`src/rtl/upsample_layer_sched_pkg.sv`:
```
// Shared definitions for the upsample layer sequencer: field widths, channel alignment, FSM states.
// No logic. Widths match the upsampling engine's config registers.
// Imported by the sequencer top and its descriptor queue.
package upsample_layer_sched_pkg;

    localparam int UPS_ROW_W         = 11;
    localparam int UPS_CH_W          = 10;
    localparam int UPS_TAG_W         = 4;
    // The engine processes channels in groups of 16, so the low 4 bits must be zero.
    localparam int UPS_CH_ALIGN_BITS = 4;

    typedef enum logic [3:0] {
        ST_IDLE   = 4'd0,
        ST_LOAD   = 4'd1,
        ST_CHECK  = 4'd2,
        ST_NEXT   = 4'd3,
        ST_SETTLE = 4'd4,
        ST_START  = 4'd5,
        ST_RUN    = 4'd6,
        ST_DONE   = 4'd7
    } sched_state_t;

endpackage

```
`src/rtl/upsample_layer_sched_cmd_fifo.sv`:
```
// ups_cmd_fifo: synchronous descriptor queue, DEPTH entries, head visible combinationally on pop_dat.
// Latency: a pushed entry is visible at the head one cycle after the push.
// Backpressure: push_rdy is registered, so a pop on a full queue frees the slot only the next cycle.
module ups_cmd_fifo #(
    parameter int WIDTH = 25,
    parameter int DEPTH = 4
) (
    input  logic             clk,
    input  logic             rst,
    input  logic             push,
    input  logic [WIDTH-1:0] push_dat,
    output logic             push_rdy,
    input  logic             pop,
    output logic [WIDTH-1:0] pop_dat,
    output logic             full,
    output logic             empty
);

    localparam int AW = $clog2(DEPTH);

    logic [AW:0]      wr_ptr, rd_ptr, wr_ptr_nxt, rd_ptr_nxt;
    logic [WIDTH-1:0] mem [DEPTH];
    logic             do_push, do_pop, full_nxt;

    assign do_push    = push && !full;
    assign do_pop     = pop && !empty;
    // Extra pointer MSB separates full from empty; pointers wrap by natural overflow.
    assign wr_ptr_nxt = wr_ptr + {{AW{1'b0}}, do_push};
    assign rd_ptr_nxt = rd_ptr + {{AW{1'b0}}, do_pop};
    assign full       = (wr_ptr[AW] != rd_ptr[AW]) && (wr_ptr[AW-1:0] == rd_ptr[AW-1:0]);
    assign full_nxt   = (wr_ptr_nxt[AW] != rd_ptr_nxt[AW]) &&
                        (wr_ptr_nxt[AW-1:0] == rd_ptr_nxt[AW-1:0]);
    assign empty      = (wr_ptr == rd_ptr);
    assign pop_dat    = mem[rd_ptr[AW-1:0]];

    always_ff @(posedge clk or negedge rst) begin
        if (!rst) begin
            wr_ptr   <= '0;
            rd_ptr   <= '0;
            push_rdy <= 1'b0;
        end else begin
            wr_ptr   <= wr_ptr_nxt;
            rd_ptr   <= rd_ptr_nxt;
            push_rdy <= !full_nxt;
        end
    end

    always_ff @(posedge clk) begin
        if (do_push) begin
            mem[wr_ptr[AW-1:0]] <= push_dat;
        end
    end

endmodule

```
`src/rtl/upsample_layer_sched.sv`:
```
// Layer sequencer for the 2x upsampling engine; UPS_SCHED_PERF_EN adds RUN-cycle and layer counters.
// Latency: Next_Reg 3 cycles after push, Start SETTLE_CYCLES+1 later, done_pulse 2 after completion.
// Backpressure: cmd_ready drops while the descriptor queue is full; pushes then are not taken.
module upsample_layer_sched
    import upsample_layer_sched_pkg::*;
#(
    parameter int CMD_DEPTH             = 4,
    parameter int WIDTH_FEATURE_SIZE    = UPS_ROW_W,
    parameter int WIDTH_CHANNEL_NUM_REG = UPS_CH_W,
    parameter int TAG_W                 = UPS_TAG_W,
    parameter int SETTLE_CYCLES         = 4
) (
    input  logic                             clk,
    input  logic                             rst,
    input  logic                             cmd_valid,
    output logic                             cmd_ready,
    input  logic [WIDTH_FEATURE_SIZE-1:0]    cmd_row,
    input  logic [WIDTH_CHANNEL_NUM_REG-1:0] cmd_channel,
    input  logic [TAG_W-1:0]                 cmd_tag,
    output logic [WIDTH_FEATURE_SIZE-1:0]    Row_Num_Out_REG,
    output logic [WIDTH_CHANNEL_NUM_REG-1:0] Channel_Out_Num_REG,
    output logic                             Next_Reg,
    output logic                             Start,
    input  logic                             Upsample_Complete,
    output logic                             busy,
    output logic                             done_pulse,
    output logic [TAG_W-1:0]                 done_tag,
    output logic                             err_pulse,
    output logic                             stray_complete
`ifdef UPS_SCHED_PERF_EN
    ,
    output logic [31:0]                      perf_run_cycles,
    output logic [15:0]                      perf_layers
`endif
);

    localparam int DESC_W = WIDTH_FEATURE_SIZE + WIDTH_CHANNEL_NUM_REG + TAG_W;
    localparam int SW     = (SETTLE_CYCLES > 1) ? $clog2(SETTLE_CYCLES) : 1;

    sched_state_t                     state;
    logic [SW-1:0]                    settle_cnt;
    logic [WIDTH_FEATURE_SIZE-1:0]    cur_row;
    logic [WIDTH_CHANNEL_NUM_REG-1:0] cur_ch;
    logic [TAG_W-1:0]                 cur_tag;
    logic [DESC_W-1:0]                head_dat;
    logic                             fifo_rdy, fifo_full, fifo_empty;

    ups_cmd_fifo #(
        .WIDTH (DESC_W),
        .DEPTH (CMD_DEPTH)
    ) u_cmd_fifo (
        .clk      (clk),
        .rst      (rst),
        .push     (cmd_valid && cmd_ready),
        .push_dat ({cmd_row, cmd_channel, cmd_tag}),
        .push_rdy (fifo_rdy),
        .pop      (state == ST_LOAD),
        .pop_dat  (head_dat),
        .full     (fifo_full),
        .empty    (fifo_empty)
    );

    assign cmd_ready = fifo_rdy && !fifo_full;
    assign busy      = (state != ST_IDLE) || !fifo_empty;

    always_ff @(posedge clk or negedge rst) begin
        if (!rst) begin
            state               <= ST_IDLE;
            settle_cnt          <= '0;
            cur_row             <= '0;
            cur_ch              <= '0;
            cur_tag             <= '0;
            Row_Num_Out_REG     <= '0;
            Channel_Out_Num_REG <= '0;
            Next_Reg            <= 1'b0;
            Start               <= 1'b0;
            done_pulse          <= 1'b0;
            done_tag            <= '0;
            err_pulse           <= 1'b0;
            stray_complete      <= 1'b0;
        end else begin
            Next_Reg   <= 1'b0;
            Start      <= 1'b0;
            done_pulse <= 1'b0;
            err_pulse  <= 1'b0;
            if (Upsample_Complete && state != ST_RUN) begin
                stray_complete <= 1'b1;
            end
            case (state)
                ST_IDLE: begin
                    if (!fifo_empty) state <= ST_LOAD;
                end
                ST_LOAD: begin
                    {cur_row, cur_ch, cur_tag} <= head_dat;
                    state                      <= ST_CHECK;
                end
                ST_CHECK: begin
                    // A rejected layer leaves the engine config untouched.
                    if (cur_row == '0 || cur_ch == '0 ||
                        cur_ch[UPS_CH_ALIGN_BITS-1:0] != '0) begin
                        err_pulse <= 1'b1;
                        done_tag  <= cur_tag;
                        state     <= ST_IDLE;
                    end else begin
                        Row_Num_Out_REG     <= cur_row;
                        Channel_Out_Num_REG <= cur_ch;
                        Next_Reg            <= 1'b1;
                        state               <= ST_NEXT;
                    end
                end
                ST_NEXT: begin
                    settle_cnt <= '0;
                    state      <= ST_SETTLE;
                end
                ST_SETTLE: begin
                    if (settle_cnt == SW'(SETTLE_CYCLES - 1)) begin
                        Start <= 1'b1;
                        state <= ST_START;
                    end else begin
                        settle_cnt <= settle_cnt + SW'(1);
                    end
                end
                ST_START: begin
                    state <= ST_RUN;
                end
                ST_RUN: begin
                    if (Upsample_Complete) state <= ST_DONE;
                end
                ST_DONE: begin
                    done_pulse <= 1'b1;
                    done_tag   <= cur_tag;
                    state      <= ST_IDLE;
                end
                default: state <= ST_IDLE;
            endcase
        end
    end

`ifdef UPS_SCHED_PERF_EN
    always_ff @(posedge clk or negedge rst) begin
        if (!rst) begin
            perf_run_cycles <= '0;
            perf_layers     <= '0;
        end else begin
            if (state == ST_RUN && perf_run_cycles != '1) begin
                perf_run_cycles <= perf_run_cycles + 32'd1;
            end
            if (state == ST_DONE) begin
                perf_layers <= perf_layers + 16'd1;
            end
        end
    end
`endif

endmodule

```
`config.mk`:
```
export PLATFORM = sky130hd
export DESIGN_NAME = upsample_layer_sched
export DESIGN_NICKNAME = d
export VERILOG_FILES = /design/src/rtl/upsample_layer_sched_pkg.sv /design/src/rtl/upsample_layer_sched_cmd_fifo.sv /design/src/rtl/upsample_layer_sched.sv
export SDC_FILE = /design/constraint.sdc
export NUM_CORES = 1
export LEC_CHECK = 0
export BUFFER_PORTS_ARGS = -buffer_cell sky130_fd_sc_hd__buf_2
export CAP_MARGIN = 20
export CORE_UTILIZATION = 23
export CTS_BUF_LIST = sky130_fd_sc_hd__clkbuf_4
export CTS_CLUSTER_SIZE = 24
export DETAILED_ROUTE_END_ITERATION = 10
export SLEW_MARGIN = 20
export SYNTH_ARGS = -nofsm -noshare
export SYNTH_HDL_FRONTEND = slang
export SYNTH_SLANG_ARGS = --single-unit
```
`constraint.sdc`:
```
create_clock -name clk -period 10.7 [get_ports clk]
set_clock_uncertainty 0.15 [all_clocks]
set_input_delay 0.535 -clock clk [delete_from_list [all_inputs] [get_ports clk]]
set_output_delay 0.535 -clock clk [all_outputs]
set_load 0.005 [all_outputs]
```
# Yosys cells after proc, flatten, opt, wreduce, memory -nomap -nowiden
# Memory sizes are Yosys's and may differ from the RTL's. A register that Yosys moved wholly into a read port is not among the register bits.
# Index checks and enable logic that the tools add are counted.
# classes
add_sub_neg,3
n_eq_ne,19
mux,18
n_bitwise,1
n_reduce_logical,25
# op_table
op,count
$pmux W4 S7,1
$eq A4 B3 Y1 const B,4
$mux W4,4
$logic_not A11 Y1,1
$logic_not A10 Y1,1
$ne A2 B2 Y1 const B,5
$mux W1,9
$eq A4 B2 Y1 const B,2
$pmux W4 S2,1
$reduce_bool A4 Y1,2
$logic_and A1 B1 Y1,7
$add A3 B1 Y3,2
$reduce_and A2 Y1,3
$eq A2 B2 Y1,2
$eq A4 B1 Y1 const B,1
$logic_not A1 Y1,4
$logic_not A4 Y1,1
$mux W2,2
$ne A4 B3 Y1 const B,1
$pmux W2 S2,1
$reduce_bool A2 Y1,2
$eq A3 B3 Y1,1
$logic_or A1 B1 Y1,3
$reduce_and A3 Y1,1
4 further kinds,5
# totals
reg_bits,43
mem_bits_rw,100
in_bits,29
word_cells,80
n_memories,1
# memory_table
name,words,word_bits,rd,rd_ports_with_merged_regs,wr,line_no,rtl
u_cmd_fifo.mem,4,25,1,1,1,upsample_layer_sched_cmd_fifo.sv:22,logic [WIDTH-1:0] mem [DEPTH];

# Longest topological paths before layout
# Gate-level depths: netlist (run 1).
# depth
word_depth,10
mapped_depth,10
mapped_depth_nobuf,9

# Cells and area by module
# Synthesis (run 1) repeated with hierarchy kept, for this count alone.
# unflattened
cells_unflattened,325
hier_area_um2,6422.4
# modules_own_cells
module,n_inst,cells_each,area_each_um2
ups_cmd_fifo,1,161,3966.3
upsample_layer_sched,1,164,2456.1

# Worst setup path after synthesis (run 1)
# OpenSTA, ideal clock, no wires.
# synth_timing
path_kind,flip-flop to flip-flop
start,reg u_cmd_fifo.rd_ptr[0]
end,"mem u_cmd_fifo.mem[2][0], enable pin"
t_arrival_ns,2.973
required_ns,10.106
path_slack_ns,7.133
stages_incl_launch_ff,6
n_path_buf,1
period_less_slack_ns,3.567
path_cell_list,dfrtp_1 buf_2 xnor2_1 a31oi_1 nand2_1 nor3b_1
# synth_between
elab_chain_cells,8
# synth_rtl
element,line_no,rtl
from (decl),upsample_layer_sched_cmd_fifo.sv:21,"logic [AW:0] wr_ptr, rd_ptr, wr_ptr_nxt, rd_ptr_nxt;"
from (signal assigned),upsample_layer_sched_cmd_fifo.sv:43,rd_ptr <= rd_ptr_nxt;
$eq A2 B2 Y1,upsample_layer_sched_cmd_fifo.sv:30,assign full = (wr_ptr[AW] != rd_ptr[AW]) && (wr_ptr[AW-1:0] == rd_ptr[AW-1:0]);
$logic_and A1 B1 Y1,upsample_layer_sched_cmd_fifo.sv:30,
$logic_not A1 Y1,upsample_layer_sched.sv:63,assign cmd_ready = fifo_rdy && !fifo_full;
$logic_and A1 B1 Y1,upsample_layer_sched.sv:63,
named net cmd_ready,upsample_layer_sched.sv:16,"output logic cmd_ready,"
$logic_and A1 B1 Y1,upsample_layer_sched.sv:54,".push (cmd_valid && cmd_ready),"
$logic_and A1 B1 Y1,upsample_layer_sched_cmd_fifo.sv:25,assign do_push = push && !full;
$mux W1,upsample_layer_sched_cmd_fifo.sv:49,if (do_push) begin
$mux W1 (implied by the code),upsample_layer_sched_cmd_fifo.sv:50,mem[wr_ptr[AW-1:0]] <= push_dat;
to (decl),upsample_layer_sched_cmd_fifo.sv:22,
# The timed path passes the listed nets, and every way through them passes these cells.

# Worst setup path after layout (run 1)
# layout_timing
start,reg u_cmd_fifo.rd_ptr[0]
end,out busy
# layout_between
elab_chain_cells,3
# layout_rtl
element,line_no,rtl
$eq A3 B3 Y1,upsample_layer_sched_cmd_fifo.sv:33,assign empty = (wr_ptr == rd_ptr);
$logic_not A1 Y1,upsample_layer_sched.sv:64,assign busy = (state != ST_IDLE) || !fifo_empty;
$logic_or A1 B1 Y1,upsample_layer_sched.sv:64,
to (decl),upsample_layer_sched.sv:25,"output logic busy,"
# No other way between the ends.

==> results of run 1 <==
==> cells in the final DEF, fill, tap and decap left out, types with 2 or more instances in the layout <==
master,synthesis,routed
dlygate4sd3_1,0,17
and2_1,5,5
bufinv_16,0,3
dfrtp_1,67,65
nor3_1,5,4
mux2_2,31,31
mux4_2,25,25
xnor2_1,5,5
edfxtp_1,100,100
nand3_1,2,2
a31oi_1,2,2
clkbuf_4,0,18
clkinvlp_4,0,2
a211oi_1,3,3
buf_4,1,6
o21ai_0,2,2
nand2_1,5,5
nor2_1,6,4
nor2_2,0,2
ha_1,5,5
inv_6,0,4
buf_2,5,60
nor4_1,4,4
and3_1,2,2
mux2_4,15,15
xor2_1,5,5
clkinv_1,0,2
dfrtp_2,0,2
nand2b_1,3,3
a21oi_1,6,6
inv_1,4,4
==> worst register-to-register path: cells and delay by family (launching register included) <==
kind | cells | cell delay (ps)
fa+ha+maj | 2 | 290
flops | 1 | 990
simple gates | 2 | 520
xor+xnor | 3 | 530
compound gates | 1 | 250
buf+inv | 1 | 110
==> cells by family after synthesis <==
logic type	synth area share (%)
flip-flops	73.35
XOR/XNOR	1.373
buffers and inverters	1.333
AND/OR/NAND/NOR	3.530
adder cells (fa/ha/maj)	0.9806
multiplexers	17.98
AO/OA/AOI/OAI	1.451
==> state kept, by name, indices dropped and copies added, names as in the netlist <==
register and flops:
Channel_Out_Num_REG 10, Next_Reg 1, Row_Num_Out_REG 11, Start 1
cur_ch 10, cur_row 11, cur_tag 4, done_pulse 1
done_tag 4, err_pulse 1, settle_cnt 2, state 3
stray_complete 1, u_cmd_fifo.mem 100, u_cmd_fifo.push_rdy 1, u_cmd_fifo.rd_ptr 3
u_cmd_fifo.wr_ptr 3
==> power groups by stage <==
stage / Clock (uW) / Sequential, uW / Combinational (uW)
final: 385 / 1030 / 516
after global routing: 424 / 1060 / 563
after CTS: 400 / 1040 / 529
after detailed placement: 0 / 1050 / 522
after global placement: 0 / 1040 / 507
after floorplan: 0 / 962 / 426
==> layer usage <==
metal | GRT usage (%) | up-vias | part of all wire [%]
li1 | - | 1440 | -
met1 | 11.26 | 1625 | 44
met2 | 14.79 | 79 | 49
met3 | 2.689 | 18 | 4.8
met4 | 4.506 | 0 | 2.3
met5 | 0 | - | 0
==> worst paths after layout <==
| check | depth (start not counted) | slack (ps) | start | endpoint |
|---|---|---|---|---|
| setup / recovery | 4 | 7710 | u_cmd_fifo.rd_ptr[0] | busy |
| hold / removal | 2 | 10 | rst | Row_Num_Out_REG[8] |
| setup reg to reg | 9 | 7740 | u_cmd_fifo.rd_ptr[0] | u_cmd_fifo.push_rdy |
| hold reg to reg | 1 | 340 | stray_complete | stray_complete |
| max in group asynchronous | 2 | 9720 | rst | u_cmd_fifo.rd_ptr[1] |
| min in group clk | 1 | 60 | cmd_tag[1] | u_cmd_fifo.mem[0][1] |
==> cell usage after synthesis <==
master and number:
edfxtp_1 100, dfrtp_1 67, mux2_2 31, mux4_2 25, mux2_4 15, a21oi_1 6
nor2_1 6, and2_1 5, buf_2 5, ha_1 5, nand2_1 5, nor3_1 5
xnor2_1 5, xor2_1 5, clkbuf_1 4, inv_1 4, nor4_1 4, a211oi_1 3
nand2b_1 3, a31oi_1 2, and3_1 2, buf_6 2, nand3_1 2, nor3b_1 2
o21ai_0 2, a21oi_2 1, a311oi_1 1, buf_4 1, mux2i_1 1, nand3b_1 1
nand4_4 1, or3_1 1, or4_4 1
==> repair_timing <==
action	in CTS	in global routing
endpoints found under the hold margin	56	0
endpoints found under the setup margin	0	0
hold buffers	17	0
==> per-stage QoR <==
stage / power (uW) / area, um^2 / instances / hold slack (ps) / util [%]
3_3_place_gp: 1551 / 7137 / 749 / 296.8 / 26.33
4_1_cts: 1969 / 7616 / 798 / 1.243 / 28.10
6_report: 1933 / 7619 / 799 / 12.58 / 28.11
2_1_floorplan: 1388 / 6380 / 323 / 89.41 / -
5_1_grt: 2049 / 7619 / 799 / 4.662 / 28.11
3_5_place_dp: 1577 / 7138 / 749 / 300.3 / 26.34
==> cell type report <==
type	instances	area, um^2	share of cell area, %
Timing Repair Buffer	83	515.5	6.766
Clock inverter	14	172.7	2.266
Clock buffer	18	135.1	1.774
Sequential cell	167	4682	61.46
Antenna cell	1	2.502	0.03285
Multi-Input combinational cell	140	1630	21.40
Tap cell	372	465.4	6.109
Inverter	4	15.01	0.1971
==> out/results.ini, run 1 <==
[logic_synthesis]
yosysTopAreaCell=edfxtp_1
syn_inst=323
seq_area_frac_synth_pct=73.35
ys_ff_latch=167
syn_nets=357
synth.area.top_cells=edfxtp_1 (47%), dfrtp_1 (26%), mux4_2 (8.8%)
synth_top_area_share_pct=47.07
syn_area_per_cell_um2=19.75
synth_cell_types=33
syn-cell-area_um2=6380
ys_warn_count=0

[worst_setup_path]
path_class=flip-flop to primary output
critical_path.max_stage_delay_ps=990
cp_data_required_time_ps=10020
crit_path_max_fanout=27
startpoint_type=flip-flop
path_buf_inv=1
crit_family=flip-flops
crit_slowest_cell=dfrtp_2
crit_chain=xnor2_1 -> nand3_1 -> nand3b_1 -> buf_2
end_kind=primary output
worstPathArrival_ps=2300

[flow_run]
maxCapViolCount=0

[route]
drt-initial-drc-count=245
vias=3162
routedWlPerCell_um=15.44
drc=0
ant_nets=0
wl_um=12330
routed_via_density=3.957
drt-pass1-iter-count=4

[pwr]
leakage_uw=0.002890
p_per_area_nw_per_um2=253.8
clock_power_share_pct=19.9
combPwrFrac_pct=26.7
vdd_drop_max_mv=0.09325
pwr-share-seq_pct=53.4
swShare_pct=30.70
p_sw_uw=593.5
p_int_uw=1340

[grt]
grt_pass1_wl_um=19310
track_usage_pct=9.178
grt_pass1_vias=3353
grt_max_degree=68
grt_antenna_before_repair=1
overflow=0

[placed_design]
dpl.hpwl_um=8239
dp_slack_ps=7676
finalWeightedCongestion=0.6819
port_buffers=60

[finish]
layout-drive-gt1-share_pct=41.31
fin_nets=447
num-fill-cells=2703
area_growth_pct=19.42

[cts]
cts_sinks=167
htreeDepth=4
clk_latency_ps=550
root_buffer=clkbuf_4
cts_resized=0
cts_tree=yes
clockBufferDepth=2
clk_pin_slew_ps=130
numCtsBuffers=17
cts_setup_buffers=0

[timing]
setup-violations-final=0
slew_viol_final=0
slew_headroom_pct=38.82
fmax_ghz=0.3348
min_period_ps=2987
period_share_pct=27.91
fin_ws_ps=7713
tns_ps=0
hold_violations=0
rsz0062_at_grt=false
worst_pin_slew_ps=917.7

[floorplan]
die_h_um=168.6
io_pins=61
die_area_um2=28410
rows=60
chipWidth_um=168.6
core-area_um2=27100
start_util_pct=23.54

[min_path]
hold_class=input port to asynchronous set/reset pin

[outcome]
outcome=complete, no violations

(Power assumes the default switching activity.)
==> run 2, diff against run 1 <==
Clock period 10.7 ns to 2.4 ns, I/O delays scaled along.
==> run 2 against run 1 <==
Against the previous run:
- cell area grew 4.3%
- global-route usage grew 0.28 points
- cell count up 3.8%
- via count increased by 2.3%
- sequential cell count unchanged
- non-clock buffer count grew 29
- utilization grew 1.2 points
- sequential power rose to 4.2 times the previous value
- critical path depth rose by 4
- worst hold slack better by 140 ps
- routed wire length grew 0.24%
==> out/results.ini, run 2 (synthesized netlist as in run 1, its figures left out) <==
[floorplan]
die_area_um2=28410
chipWidth_um=168.6
rows=60
start_util_pct=23.54
io_pins=61
die_h_um=168.6
core-area_um2=27100

[worst_setup_path]
end_kind=flip-flop
r2r_slack_ps=60
r2r_cells=8
path_class=flip-flop to flip-flop
r2r-end=u_cmd_fifo.push_rdy
cp_data_required_time_ps=2690
r2r-start=u_cmd_fifo.rd_ptr[2]
worstPathArrival_ps=2630
crit_path_max_fanout=3
startpoint_type=flip-flop

[min_path]
hold_class=input port to flip-flop
hold_depth=2
min_to=u_cmd_fifo.mem[2][21]
hp-start=cmd_row[7]

[cts]
numCtsBuffers=17
clk_latency_ps=560
htreeDepth=4
clockBufferDepth=2
root_buffer=clkbuf_4
clk_pin_slew_ps=160
cts_sinks=167
cts_tree=yes

[placed_design]
place_area_um2=7306
dpl.hpwl_um=8414
port_buffers=60
finalWeightedCongestion=0.6964

[grt]
grt_antenna_before_repair=2
track_usage_pct=9.454
overflow=0
grt_max_degree=27
grt_pass1_wl_um=19860
grt_pass1_vias=3562

[outcome]
outcome=complete, no violations

[route]
ant_nets=0
vias=3234
routedWlPerCell_um=14.91
drt-initial-drc-count=256
wl_um=12360
drt-pass1-iter-count=4
drc=0
routed_via_density=3.901

[finish]
num-fill-cells=2678
layout-drive-gt1-share_pct=44.40
largest_reg_flops=100
layout_commonest_cell=edfxtp_1
area_growth_pct=24.59
finalInstanceArea_um2=7949
fin_nets=476
final_cell_mix=edfxtp_1 (100), dfrtp_1 (66), buf_2 (61)

[flow_run]
maxCapViolCount=0

[timing]
min_period_ps=2338
fmax_ghz=0.4278
worst_pin_slew_ps=519.4
slew_headroom_pct=65.37
period_share_pct=97.41
slew_viol_final=0
setup-violations-final=0
hold_violations=0

[pwr]
vdd_drop_max_mv=0.4442
p_per_area_nw_per_um2=1113
pwr-share-seq_pct=49.3
p_int_uw=6021
swShare_pct=31.94
leakage_uw=0.003047
combPwrFrac_pct=32.5
clock_power_share_pct=18.2
p_sw_uw=2826
finalPower_uw=8848

## run 2: what timing repair did
item,CTS,global route
hold buffers,30,0
hold endpoints to repair,171,0
gates resized for setup,0,9
setup buffers,0,1
setup endpoints to repair,0,6
## run 2: critical path, cell delays in order, from the launching register on
cell and delay (ps):
dfrtp_2 470, xnor2_1 230, nand3_1 130, and2_1 170, ha_1 180, ha_1 230, xor2_2 170, xnor2_1 130
or3_1 370
## run 2: per-stage QoR
step           setup WS (ps)  setup TNS (ps)  hold WS [ps]  util [%]  std cells
5_1_grt               -38.61          -38.61         104.1     29.33        829
3_5_place_dp           56.61               0         1.766     26.96        764
6_report               62.21               0         156.7     29.33        829
3_3_place_gp           169.9               0        -13.01     26.96        764
4_1_cts                31.18               0         111.3     29.13        826
2_1_floorplan         -37.01          -925.3        -325.6         -        323
## run 2: power groups by stage
stage               sequential (uW)  clock (uW)  combinational, uW
detailed placement             4420           0               2820
floorplan                      4300           0               1940
finish                         4360        1610               2870
global placement               4360           0               2730
global route                   4460        1790               3160
CTS                            4360        1700               2870
## run 2: cell type report
type / instances / area (um^2) / area share (%)
flip-flops and latches: 167 / 4681 / 58.89
well taps: 372 / 465.4 / 5.855
clock inverters: 14 / 152.6 / 1.920
diodes: 2 / 5.005 / 0.06296
clock buffers: 18 / 135.1 / 1.700
inverters: 4 / 15.01 / 0.1889
repair buffers: 112 / 802.0 / 10.09
multi-input cells: 140 / 1693 / 21.30
## run 2: layer usage
metal / vias up / routed length (um) / GRT usage, %
li1: 1496 / - / -
met4: 0 / 320 / 4.545
met2: 69 / 6030 / 15.35
met3: 22 / 524 / 2.595
met1: 1647 / 5487 / 11.65
met5: - / 0 / 0
## run 2: how the worst max path moves through the flow
| stage | to | slack, ps | from |
|---|---|---|---|
| final | u_cmd_fifo.push_rdy | 60 | u_cmd_fifo.rd_ptr[2] |
| after global routing | u_cmd_fifo.push_rdy | -40 | u_cmd_fifo.rd_ptr[2] |
| after CTS | u_cmd_fifo.push_rdy | 30 | u_cmd_fifo.wr_ptr[0] |
| after detailed placement | u_cmd_fifo.push_rdy | 60 | u_cmd_fifo.wr_ptr[0] |
| after global placement | Row_Num_Out_REG[7] | 170 | cur_row[7] |
| after floorplan | u_cmd_fifo.mem[3][0] | -40 | u_cmd_fifo.rd_ptr[0] |
